**src/rtl/mem_access_pkg.sv**
```systemverilog
// Shared widths, FSM encodings and request-legality helper for the load/store access unit.
package mem_access_pkg;

  localparam int FULLW     = 32;
  localparam int WIDTH     = 8;
  localparam int BYTEOFF_W = 2;

  localparam logic [1:0] MA_IDLE    = 2'd0;
  localparam logic [1:0] MA_LD_WAIT = 2'd1;
  localparam logic [1:0] MA_RMW_WR  = 2'd2;

  // Misaligned word access, or any address bit above the RAM's range, is rejected.
  function automatic logic access_err(input logic [FULLW-1:0] addr,
                                      input logic             is_byte,
                                      input int               aw);
    access_err = (!is_byte && (addr[BYTEOFF_W-1:0] != '0)) || ((addr >> aw) != '0);
  endfunction

endpackage

```
**src/rtl/mem_access_byte_lane.sv**
```systemverilog
// Big-endian byte lane helper: extracts one byte (zero-extended) and merges one byte into a word.
module mem_access_byte_lane
  import mem_access_pkg::*;
(
  input  logic [FULLW-1:0]     i_word,
  input  logic [WIDTH-1:0]     i_byte,
  input  logic [BYTEOFF_W-1:0] i_off,
  output logic [FULLW-1:0]     o_extract,
  output logic [FULLW-1:0]     o_merge
);

  localparam int LANES = FULLW / WIDTH;

  logic [WIDTH-1:0] w_lane [LANES];

  // Offset 0 is the most significant byte of the word.
  genvar gi;
  generate
    for (gi = 0; gi < LANES; gi++) begin : g_lane
      assign w_lane[gi] = i_word[(LANES-1-gi)*WIDTH +: WIDTH];
      assign o_merge[(LANES-1-gi)*WIDTH +: WIDTH] =
        (i_off == BYTEOFF_W'(gi)) ? i_byte : w_lane[gi];
    end
  endgenerate

  assign o_extract = {{(FULLW-WIDTH){1'b0}}, w_lane[i_off]};

endmodule

```
**src/rtl/mem_access.sv**
```systemverilog
// Load/store unit in front of a word-wide RAM with one-cycle registered read;
// byte stores go through a read-modify-write of the containing word.
module mem_access
  import mem_access_pkg::*;
#(
  parameter int ADDR_WIDTH = 8
) (
  input  logic             clk,
  input  logic             nreset,
  input  logic             req_valid,
  output logic             req_ready,
  input  logic             req_we,
  input  logic             req_byte,
  input  logic [FULLW-1:0] req_addr,
  input  logic [FULLW-1:0] req_wdata,
  output logic             resp_valid,
  output logic [FULLW-1:0] resp_rdata,
  output logic             resp_err,
  output logic [FULLW-1:0] ram_ad,
  output logic [FULLW-1:0] ram_d,
  output logic             ram_we,
  input  logic [FULLW-1:0] ram_q
);

  logic [1:0]       r_state;
  logic             r_byte;
  logic [FULLW-1:0] r_addr;
  logic [WIDTH-1:0] r_wbyte;
  logic             r_resp_valid;
  logic             r_resp_err;
  logic [FULLW-1:0] r_resp_rdata;

  logic             w_idle;
  logic             w_accept;
  logic             w_err;
  logic [FULLW-1:0] w_extract;
  logic [FULLW-1:0] w_merge;
  logic [FULLW-1:0] w_ram_ad;
  logic [FULLW-1:0] w_ram_d;
  logic             w_ram_we;

  assign w_idle   = (r_state == MA_IDLE);
  assign w_accept = req_valid && w_idle;
  assign w_err    = access_err(req_addr, req_byte, ADDR_WIDTH);

  // One lane instance serves both the byte-load extract and the RMW merge,
  // since both operate on the RAM read word at the latched offset.
  mem_access_byte_lane u_lane (
    .i_word    (ram_q),
    .i_byte    (r_wbyte),
    .i_off     (r_addr[BYTEOFF_W-1:0]),
    .o_extract (w_extract),
    .o_merge   (w_merge)
  );

  always_comb begin
    w_ram_ad = {r_addr[FULLW-1:BYTEOFF_W], {BYTEOFF_W{1'b0}}};
    w_ram_d  = req_wdata;
    w_ram_we = 1'b0;
    case (r_state)
      MA_IDLE: begin
        w_ram_ad = {req_addr[FULLW-1:BYTEOFF_W], {BYTEOFF_W{1'b0}}};
        w_ram_we = req_valid && req_we && !req_byte && !w_err;
      end
      MA_RMW_WR: begin
        w_ram_d  = w_merge;
        w_ram_we = 1'b1;
      end
      default: ;
    endcase
  end

  always_ff @(posedge clk or negedge nreset) begin
    if (!nreset) begin
      r_state      <= MA_IDLE;
      r_byte       <= 1'b0;
      r_addr       <= '0;
      r_wbyte      <= '0;
      r_resp_valid <= 1'b0;
      r_resp_err   <= 1'b0;
      r_resp_rdata <= '0;
    end else begin
      r_resp_valid <= 1'b0;
      r_resp_err   <= 1'b0;
      case (r_state)
        MA_IDLE: begin
          if (w_accept) begin
            r_byte  <= req_byte;
            r_addr  <= req_addr;
            r_wbyte <= req_wdata[WIDTH-1:0];
            if (w_err) begin
              r_resp_valid <= 1'b1;
              r_resp_err   <= 1'b1;
            end else if (!req_we) begin
              r_state <= MA_LD_WAIT;
            end else if (req_byte) begin
              r_state <= MA_RMW_WR;
            end else begin
              r_resp_valid <= 1'b1;
            end
          end
        end
        MA_LD_WAIT: begin
          r_resp_rdata <= r_byte ? w_extract : ram_q;
          r_resp_valid <= 1'b1;
          r_state      <= MA_IDLE;
        end
        MA_RMW_WR: begin
          r_resp_valid <= 1'b1;
          r_state      <= MA_IDLE;
        end
        default: r_state <= MA_IDLE;
      endcase
    end
  end

  assign req_ready  = w_idle;
  assign resp_valid = r_resp_valid;
  assign resp_err   = r_resp_err;
  assign resp_rdata = r_resp_rdata;
  assign ram_ad     = w_ram_ad;
  assign ram_d      = w_ram_d;
  // Gate with reset so an access aborted mid-RMW can never write.
  assign ram_we     = w_ram_we && nreset;

endmodule
```
**config.mk**
```make
export PLATFORM = sky130hd
export DESIGN_NAME = mem_access
export DESIGN_NICKNAME = d
export VERILOG_FILES = /design/src/rtl/mem_access_pkg.sv /design/src/rtl/mem_access_byte_lane.sv /design/src/rtl/mem_access.sv
export SDC_FILE = /design/constraint.sdc
export NUM_CORES = 1
export LEC_CHECK = 0
export CORE_AREA = 2 2 103 154
export CTS_BUF_LIST = sky130_fd_sc_hd__clkbuf_8
export DETAILED_ROUTE_END_ITERATION = 8
export DIE_AREA = 0 0 105 156
export SETUP_SLACK_MARGIN = 0.05
export SYNTH_ARGS = -nofsm -noshare
export SYNTH_HDL_FRONTEND = slang
export SYNTH_SLANG_ARGS = --single-unit
export TNS_END_PERCENT = 1
```
**constraint.sdc**
```tcl
create_clock -name clk -period 3.9 [get_ports clk]
set_clock_uncertainty 0.1 [all_clocks]
set_input_delay 0.585 -clock clk [delete_from_list [all_inputs] [get_ports clk]]
set_output_delay 0.585 -clock clk [all_outputs]
set_load 0.03 [all_outputs]
```
==> results of run 1 <==
[cells by family after synthesis]
group           Yosys count
flops                    77
fa+ha+maj                 4
mux                     105
other cells               1
buf+inv                  61
simple gates            108
compound gates           84
[flip-flops by register name, summed over array words and instances, names as in the netlist]
signal,count
r_addr,32
r_byte,1
r_state,2
r_wbyte,8
resp_err,1
resp_rdata,32
resp_valid,1
[metrics by stage]
stage               std cells  total power [mW]
finish                    827              1.99
global route              827              2.08
CTS                       827              2.02
detailed placement        812              1.40
global placement          812              1.39
floorplan                 441              1.14
[area by class of cell]
type	count	area, um2
Multi-Input combinational cell	303	2260
Clock buffer	10	138
Clock inverter	5	52.6
Fill cell	1498	8220
Timing Repair Buffer	206	2050
Sequential cell	77	1930
Inverter	27	101
Tap cell	199	249
[path summary, 6_finish.rpt]
kind / startpoint / endpoint / slack, ns / cells past startpoint
setup / recovery: req_addr[11] / ram_we / 0.40 / 6
hold / removal: nreset / resp_rdata[26] / 0.03 / 1
setup reg to reg: r_state[0] / r_addr[9] / 1.14 / 4
hold reg to reg: r_addr[25] / r_addr[25] / 0.41 / 1
max in group asynchronous: nreset / r_wbyte[5] / 2.59 / 2
min in group clk: r_addr[25] / r_addr[25] / 0.41 / 1
[power by group]
| group | internal (mW) | switching (mW) |
|---|---|---|
| logic | 0.257 | 0.249 |
| registers | 0.841 | 0.0332 |
| clock network | 0.307 | 0.298 |
| total | 1.41 | 0.581 |
[layout by cell type, fill, tap and decap left out, types with 2 or more instances in the layout]
| cell | count |
|---|---|
| clkinv_2 | 2 |
| nor4_1 | 3 |
| clkdlybuf4s50_1 | 197 |
| mux2i_1 | 34 |
| ha_2 | 3 |
| clkbuf_8 | 10 |
| a21oi_1 | 33 |
| dfrtp_1 | 77 |
| nor2b_1 | 2 |
| nor2_1 | 44 |
| a22oi_1 | 8 |
| mux2_2 | 71 |
| o21ai_0 | 25 |
| nand2b_1 | 2 |
| a31oi_1 | 8 |
| nand3b_1 | 24 |
| conb_1 | 2 |
| inv_1 | 28 |
| nand2_2 | 2 |
| o2bb2ai_1 | 8 |
| nand2_1 | 22 |
| nor4_2 | 5 |
| buf_4 | 8 |
[routing by layer]
metal,vias up,wire length [um],track usage,share of wire
met5,-,0,0,0
met4,0,264,0.0489,0.018
met3,13,1140,0.0556,0.077
met2,171,7860,0.336,0.53
met1,1929,5610,0.195,0.38
li1,1905,-,-,-
==> results.toml, run 1 <==
[synth]
synth_edf_count = 0
synth.avg_cell_area_um2 = 10.1
seq_area_frac_synth = 0.435
netlist_area_mm2 = 0.00443
yosys_most_used_dff = "dfrtp_1"
synthXorXnorAreaFrac = 0
synth_top_area_share = 0.435
async_reset_ff_frac = 1.00
synth_top_family_by_area = "multiplexers"
synthesis.instances = 440
synth.ff_latch_count = 77
synth_most_common_cell = "dfrtp_1"
synth-compound-area-share = 0.110
synthSimpleGateAreaFrac = 0.128
synth_commonest_cells = "dfrtp_1 (77), mux2_2 (71), nor2_1 (44)"
synthTopCellsByArea = "dfrtp_1 (43%), mux2_2 (18%), mux2i_1 (7.7%), nand3b_1 (4.1%), a21oi_1 (3.7%)"
yosys_warnings = 0
synth.distinct_cells = 30
synth_fa_ha_area_frac = 0.0113
synthMuxAreaShare = 0.257
synth_top_area_cell = "dfrtp_1"

[flow_run]
maxCapViolations = 0

[clock_tree]
cts_made_buffers = 9
cts.htree.levels = 3
ctsHoldBuffers = 0
clock-root-buffer = "clkbuf_8"
cts_tree = "yes"
clk_pin_slew_worst_paths_ns = 0.09
clk_latency_ns = 0.35
clk_path_buf_depth = 2
clkSinkCount = 77
cts_resized = 0
postCtsSetupBuffers = 0

[finish]
final_util = 0.452
antennaDiodeCount = 0
drive_gt1_frac = 0.167
stdcell_area_mm2 = 0.00678
area_delta_synth_final_pct = 53.0
nets = 729

[min_path]
worstHoldPathType = "primary input to asynchronous set/reset pin"

[floorplanning]
initial_core_util = 0.295
dieArea_mm2 = 0.0164
fp.coreArea_mm2 = 0.0150
die_w_um = 105
core.rowCount = 55
die-height_um = 156
io_pins = 201

[worst_setup_path]
crit_chain = "clkdlybuf4s50_1 -> nor4_2 -> nand4_1 -> nor4_1 -> o21a_1 -> clkdlybuf4s50_1"
cpMaxStageDelayCell = "clkdlybuf4s50_1"
crit_type = "primary input to output pin"
end_kind = "output pin"
crit_path_frequent_cell = "clkdlybuf4s50_1"
worstSetupStartpointType = "primary input"
arrival_ns = 2.82
path_buf_inv = 2
max_stage_delay_ns = 0.68
cp_top_family = "buffers and inverters"
critPathRequiredTime_ns = 3.21
cp_max_fo = 3

[global_routing]
grt_pass1_wl_um = 22900
overflow = 0
grt_pass1_vias = 4135
antenna_found_initial = 0
track_usage = 0.180
grt_max_degree = 65

[sta]
slew_violations = 0
hold_violations = 0
tns_ns = 0
min_period_over_period = 0.898
period_needed_ns = 3.50
setup_ws_ns = 0.398
holdWs_ns = 0.0275
setup_viol = 0
rsz0062_at_grt = "false"
tightest_slew_ns = 1.06
fmax_mhz = 286
slew_headroom = 0.294

[route]
wl_per_cell_um = 18.0
postRouteAntennaNets = 0
wirelength_um = 14900
vias = 4018
drt_iter0_drc = 163
first_pass_iters = 4
vias_per_cell = 4.86
drc_errors = 0

[power_and_ir_drop]
ir_drop_mv = 0.150
power_per_cell_area_mw_per_mm2 = 293
leakage_nw = 2.85

[placement]
place_ws_ns = 0.345
post_dp_cell_area_mm2 = 0.00659
place.detailed.hpwl_um = 11400
gp_congestion = 0.859
io_buffers = 198

[run_status]
status = "completed"
No activity file was read; power rests on OpenSTA's default activity.
==> inputs of run 2 (changes only) <==
--- a/config.mk
+++ b/config.mk
@@ -9,6 +9,7 @@
 export CTS_BUF_LIST = sky130_fd_sc_hd__clkbuf_8
 export DETAILED_ROUTE_END_ITERATION = 8
 export DIE_AREA = 0 0 105 156
+export RECOVER_POWER = 100
 export SETUP_SLACK_MARGIN = 0.05
 export SYNTH_ARGS = -nofsm -noshare
 export SYNTH_HDL_FRONTEND = slang
==> results.toml, run 2 (synthesized netlist as in run 1, its figures left out) <==
[run_status]
status = "finished with violations"
violations = "capacitance limit, slew limit"

[route]
postRouteAntennaNets = 0
first_pass_iters = 6
vias_per_cell = 4.82
vias = 3983
wirelength_um = 14900
drt_iter0_drc = 147
drc_errors = 0
wl_per_cell_um = 18.0

[clock_tree]
clk_pin_slew_worst_paths_ns = 0.08
cts_tree = "yes"
clkSinkCount = 77
postCtsSetupBuffers = 0
clk_latency_ns = 0.35
cts_resized = 0
clk_path_buf_depth = 2
cts_made_buffers = 9
cts.htree.levels = 3
clock-root-buffer = "clkbuf_8"
ctsHoldBuffers = 0

[global_routing]
grt_pass1_vias = 4135
overflow = 0
busiest_layer = "met2"
track_usage = 0.180
grt_pass1_wl_um = 22900
grt_max_degree = 65
grt_util_met3 = 0.0556
antenna_found_initial = 0
grtUsageMet1 = 0.195
grt_use_met2 = 0.336

[sta]
slew_headroom = -0.311
min_period_over_period = 0.931
hold_violations = 0
fmax_mhz = 275
tightest_slew_ns = 1.97
tns_ns = 0
slew_violations = 108
rsz0062_at_grt = "false"
holdWs_ns = 0.407
period_needed_ns = 3.63
setup_viol = 0
setup_ws_ns = 0.270

[power_and_ir_drop]
p_comb_frac = 0.251
power_per_cell_area_mw_per_mm2 = 292
power_mw = 1.97
p_seq_frac = 0.443
p_sw_frac = 0.293
intPower_mw = 1.40
clockPowerShare = 0.306
leakage_nw = 2.77
switching_power_uw = 579
ir_drop_mv = 0.149

[finish]
final_common_cell = "clkdlybuf4s50_1"
final_util = 0.450
antennaDiodeCount = 0
final_cell_mix = "clkdlybuf4s50_1 (111), dlygate4sd3_1 (86), dfrtp_1 (77)"
nets = 729
area_delta_synth_final_pct = 52.5
drive_gt1_frac = 0.159

[min_path]
hp-start = "r_addr[25]"
worstHoldPathType = "flip-flop to flip-flop"

[placement]
place.detailed.hpwl_um = 11400
place_ws_ns = 0.345
io_buffers = 198
gp_congestion = 0.859

[floorplanning]
fp.coreArea_mm2 = 0.0150
die-height_um = 156
initial_core_util = 0.295
core.rowCount = 55
die_w_um = 105
dieArea_mm2 = 0.0164
io_pins = 201

[worst_setup_path]
r2r-start = "r_state[0]"
crit_type = "flip-flop to output pin"
arrival_ns = 2.95
startpoint = "r_state[0]"
critPathRequiredTime_ns = 3.21
worstSetupStartpointType = "flip-flop"
cp_max_fo = 33
end_kind = "output pin"

[flow_run]
maxCapViolations = 3
[run 2: metal layers]
layer | vias up | wire length, um
li1 | 1904 | -
met1 | 1902 | 5670
met2 | 164 | 7840
met3 | 13 | 1080
met4 | 0 | 265
met5 | - | 0
[run 2: area by class of cell]
| class | count | area [um2] |
|---|---|---|
| clock inverter | 5 | 52.6 |
| tap | 199 | 249 |
| clock buffer | 10 | 138 |
| inverter | 27 | 101 |
| sequential | 77 | 1930 |
| timing repair buffer | 206 | 2040 |
| fill | 1501 | 8250 |
| multi-input combinational | 303 | 2250 |
[run 2: final timing paths]
check,to,slack (ns),cells past startpoint
worst min-delay path,r_addr[25],0.41,1
max in group asynchronous,r_addr[4],1.09,2
worst max-delay path,ram_d[16],0.27,6
worst min register to register,r_addr[25],0.41,1
min in group asynchronous,resp_rdata[26],0.47,1
worst max register to register,r_addr[9],0.52,4
[run 2: stage by stage]
step | area, um2 | instances
2_1_floorplan | 4440 | 441
3_3_place_gp | 6590 | 812
3_5_place_dp | 6590 | 812
4_1_cts | 6780 | 827
5_1_grt | 6760 | 827
6_report | 6760 | 827
[run 2: power groups by stage]
stage,Sequential [mW],Combinational (mW),Clock (mW)
after detailed placement,0.889,0.510,0
after CTS,0.874,0.513,0.635
after global placement,0.886,0.506,0
after floorplan,0.879,0.260,0
after global routing,0.880,0.529,0.662
final,0.875,0.495,0.604
[run 2: critical path, stage by stage (launching register included)]
cell           delay, ns
dfrtp_1             0.42
inv_1               0.10
ha_1                0.72
buf_12              0.26
nor2_1              0.06
a21oi_1             0.23
dlygate4sd3_1       0.79
==> inputs of run 3 (changes only) <==
--- a/config.mk
+++ b/config.mk
@@ -10,7 +10,7 @@
 export DETAILED_ROUTE_END_ITERATION = 8
 export DIE_AREA = 0 0 105 156
 export RECOVER_POWER = 100
-export SETUP_SLACK_MARGIN = 0.05
+export SETUP_SLACK_MARGIN = 0.2
 export SYNTH_ARGS = -nofsm -noshare
 export SYNTH_HDL_FRONTEND = slang
 export SYNTH_SLANG_ARGS = --single-unit
==> results of run 3 <==
Same layout as run 2: the final DEF is identical, and so are final timing and power.
==> RTL change 1, RTL diff (flow settings as in run 3) <==
Change the package constant `WIDTH` from 8 to 4.
--- a/src/rtl/mem_access_pkg.sv
+++ b/src/rtl/mem_access_pkg.sv
@@ -3,5 +3,5 @@
 
   localparam int FULLW     = 32;
-  localparam int WIDTH     = 8;
+  localparam int WIDTH     = 4;
   localparam int BYTEOFF_W = 2;
 
Check against the original RTL: not equivalent (Yosys sat finds a counterexample within 4 cycles, from zero or initial values and one cycle with nreset low).
==> RTL change 1 against run 3 <==
- the run still ends with max-capacitance violations, max-slew violations left
- cell area down 4.3%
- wire length down 5.1%
- via count decreased by 4.1%
- sequential cell count down 4
- first-iteration DRC count decreased by 29%
- synthesized area decreased by 5.7%
- critical path depth is the same
- setup slack better by 0.039 ns
- hold slack about the same
- power decreased by 8.7%
- non-clock buffer count decreased by 4
- sequential power shrank 4.1%
==> RTL change 1: results <==
setup_path:
  cpMaxStageDelayCell: "clkdlybuf4s50_1"
  crit_fanout: 3
  critPathMaxStageDelay_ns: 0.67
  worstPathArrival_ns: 2.91
routing:
  wl_met3_um: 884
  highest_layer: "met4"
  drt-met1-wl_um: 5280
  routed-wl-met2_um: 7660
  drtIter0Drc: 104
  dr.pass1.iters: 4
  wl_per_cell_um: 17.4
  avgViaCountPerCell: 4.71
sta:
  worst_pin_slew_ns: 1.92
  slew_viol_final: 139
run:
  cap_violations: 2
grt:
  grt_use_total_pct: 17.3
  grt_pass1_wl_um: 22100
  grt_pass1_vias: 4120
  grt_max_degree: 74
synth:
  ys_seq_area_share_pct: 43.7
  synth_area_leaders: "dfrtp_1 44%, mux2_2 18%, a21oi_1 8.3%"
  ys_top_cells_by_count: "73 x dfrtp_1, 69 x a21oi_1, 67 x mux2_2"
  synth_cell_types: 29
  ys.warnings.count: 0
pwr:
  power.leakage_nw: 2.57
  power_switching_mw: 0.553
  max-vdd-ir-drop_v: 0.000119
finish:
  drive_gt1_share_pct: 15.3
  finalNetCount: 714
place:
  dpl.hpwl_um: 11000
  place_congestion: 0.785
min_path:
  hp-class: "flop to flop"
outcome:
  status: "finished, violations left"
  violations: "max-capacitance violations, max-slew violations"
==> RTL change 1: cell count changes after synthesis, sizes merged, moves of 6 or more <==
| cell | delta |
|---|---|
| buf | -6 |
| a21oi | +36 |
| clkbuf | +6 |
| and2 | +12 |
| nand2 | -17 |
| a22oi | -8 |
| mux2i | -28 |
| a31oi | -8 |
| o2bb2ai | -8 |
==> RTL change 1: per-stage QoR <==
step	area, um^2	setup slack (ns)	power, mW	util, %	instances
after floorplan	4180	1.39	1.07	-	430
after global placement	6310	0.327	1.32	42.1	797
after detailed placement	6310	0.301	1.32	42.1	797
after CTS	6470	0.285	1.86	43.2	812
after global routing	6460	0.166	1.91	43.1	812
final	6460	0.309	1.80	43.1	812
==> RTL change 1: cell families (layout without fill, tap and decap cells) <==
logic type	Yosys count	after routing	share of synthesized area, %
compound gates	100	100	12.1
buf+inv	65	248	6.32
flops	73	73	43.7
simple gates	109	109	15.0
fa+ha+maj	4	4	1.20
other cells	1	2	0.0897
mux	77	77	21.6
==> RTL change 1: routing by layer <==
metal	track usage [%]	vias to the layer above
li1	-	1834
met4	5.52	0
met5	0	-
met2	32.5	131
met1	18.7	1841
met3	4.72	15
==> RTL change 1: final timing paths <==
check,startpoint,endpoint,slack (ns),cells past startpoint
min in group asynchronous,nreset,r_addr[25],0.82,2
max,req_addr[11],ram_we,0.31,6
min,r_addr[7],r_addr[7],0.41,1
max in group asynchronous,nreset,resp_rdata[4],1.70,2
max reg2reg,r_state[0],r_addr[20],0.69,6
min reg2reg,r_addr[7],r_addr[7],0.41,1
==> RTL change 1: final cells by class <==
cell class              instances  area (um^2)
repair buffers                202         2010
flip-flops and latches         73         1830
well taps                     199          249
inverters                      31          116
multi-input cells             292         2100
clock inverters                 6         37.5
fillers                      1579         8540
clock buffers                   9          124
==> RTL change 1: power by group through the flow <==
stage	Combinational, mW	Sequential, mW	Clock, mW
floorplan	0.240	0.827	0
global placement	0.462	0.853	0
detailed placement	0.467	0.855	0
CTS	0.469	0.841	0.545
global route	0.481	0.846	0.580
finish	0.446	0.839	0.518
==> RTL change 2, RTL diff (settings of run 3) <==
Without the edit above. Make the reset (`nreset`) synchronous in one clocked block.
--- a/src/rtl/mem_access.sv
+++ b/src/rtl/mem_access.sv
@@ -71,5 +71,5 @@
   end
 
-  always_ff @(posedge clk or negedge nreset) begin
+  always_ff @(posedge clk) begin
     if (!nreset) begin
       r_state      <= MA_IDLE;
Function: differs if nreset is asserted again (counterexample within 4 cycles, from zero or initial values and one cycle with nreset low); with nreset held inactive, the same outputs for 4 cycles.
==> RTL change 2 against run 3 <==
- setup slack improved by 0.13 ns
- power decreased by 9.2%
- cell area decreased by 2.2%
- fmax increased by 3.7%
- register-to-register slack improved by 0.15 ns
- combinational power decreased by 17%
- synthesized area decreased by 2.9%
- critical endpoint is now ram_d[28]
- largest power group unchanged
- wire length increased by 4.0%
- highest routed layer unchanged
- sequential cell count unchanged
- the flow still finishes with violations (max-capacitance violations, max-slew violations)
==> RTL change 2: results <==
outcome:
  status: "finished, violations left"
  violations: "max-capacitance violations, max-slew violations"
clocking:
  clockRootBuffer: "clkbuf_8"
  post_cts_buffers: 0
  h-tree-depth: 3
  cts_made_buffers: 9
synth:
  synth_fa_ha_area_share_pct: 1.16
  synth_top_family_by_area: "simple AND/OR/NAND/NOR gates"
  ys_top_cells_by_count: "111 x nand2_1, 77 x dfxtp_1, 50 x a21oi_1, 50 x nor2b_1, 43 x nor2_1"
  ys.flop_type: "dfxtp_1"
  ys_seq_area_share_pct: 35.8
  synth-compound-area-share_pct: 18.0
  async_flop_share_pct: 0
  synth_mux_area_share_pct: 15.3
  synth_area_leaders: "dfxtp_1 36%, nand2_1 9.7%, mux2_2 7.9%"
  yosys.area_share.xor_xnor_pct: 0
  synth_cell_types: 33
setup_path:
  critPathMaxStageDelay_ns: 0.76
  critPathLaunch: "r_addr[1]"
  worstReg2RegStart: "r_state[1]"
  cpMaxStageDelayCell: "dlygate4sd3_1"
  reg2reg_depth: 6
  r2r_end: "resp_rdata[14]"
  crit_fanout: 10
  worstPathArrival_ns: 2.82
  critPathCapture: "ram_d[28]"
  rrSetupSlack_ns: 0.67
run:
  cap_violations: 1
routing:
  wl_per_cell_um: 16.6
  dr.pass1.iters: 4
  drtIter0Drc: 141
  route.vias.total: 4382
sta:
  relSlewSlack_pct: -20.6
  timing.final.ws_setup_ns: 0.398
  slew_viol_final: 25
grt:
  grt_pass1_vias: 4328
  grt_pass1_wl_um: 23600
  grt_use_total_pct: 18.2
  grt_max_degree: 78
min_path:
  hold_depth: 2
  hp-class: "flop to flop"
  min_from: "r_addr[25]"
  whs_endpoint: "r_addr[25]"
place:
  place_congestion: 0.861
  dp_slack_ns: 0.875
  dpl.hpwl_um: 11600
finish:
  drive_gt1_share_pct: 8.49
  finalNetCount: 830
pwr:
  max-vdd-ir-drop_v: 0.000145
  power.leakage_nw: 2.72
## RTL change 2: changes by cell type after synthesis, sizes merged, moves of 25 or more
cell           run 3  this run
dfxtp              0        77
a21boi             0        41
nor2b              2        50
mux2              71        30
dfrtp             77         0
inv               27         2
nand2             24       112
## RTL change 2: per-stage QoR
step | area (um^2) | hold slack, ns | cells
after floorplan | 4310 | 0.341 | 549
after global placement | 6450 | 0.350 | 913
after detailed placement | 6450 | 0.359 | 913
after CTS | 6630 | 0.371 | 929
after global routing | 6610 | 0.388 | 929
final | 6610 | 0.366 | 929
## RTL change 2: per-layer routing
metal  track usage, %  part of all wire, %  routed length, um  vias to the layer above
met5                0                    0                  0                        -
met4             6.03                  2.5                380                        0
met3             3.55                  5.3                812                       18
met2             34.7                   54               8290                      135
met1             20.1                   39               5970                     2025
li1                 -                    -                  -                     2204
## RTL change 2: cells by family after synthesis
| logic type | count (synthesis) |
|---|---|
| mux | 62 |
| fa+ha+maj | 4 |
| simple gates | 232 |
| buf+inv | 45 |
| flops | 77 |
| compound gates | 127 |
| other cells | 1 |
## RTL change 2: where the power goes
group          switching [mW]  internal, mW
logic                   0.210         0.200
clock network           0.305         0.246
registers              0.0216         0.810
## RTL change 2: area by class of cell
class | instances | area (um^2)
fillers | 1594 | 8390
multi-input cells | 427 | 2580
repair buffers | 208 | 2060
flip-flops and latches | 77 | 1540
well taps | 199 | 249
clock buffers | 10 | 138
clock inverters | 6 | 40.0
inverters | 2 | 7.51
## RTL change 2: tightest hold or removal path: cells and delay by family, from the launching register on
kind	cells	cell delay, ns
AOI/OAI and AO/OA	1	0.06
DFF	1	0.31
and+or+nand+nor	1	0.04
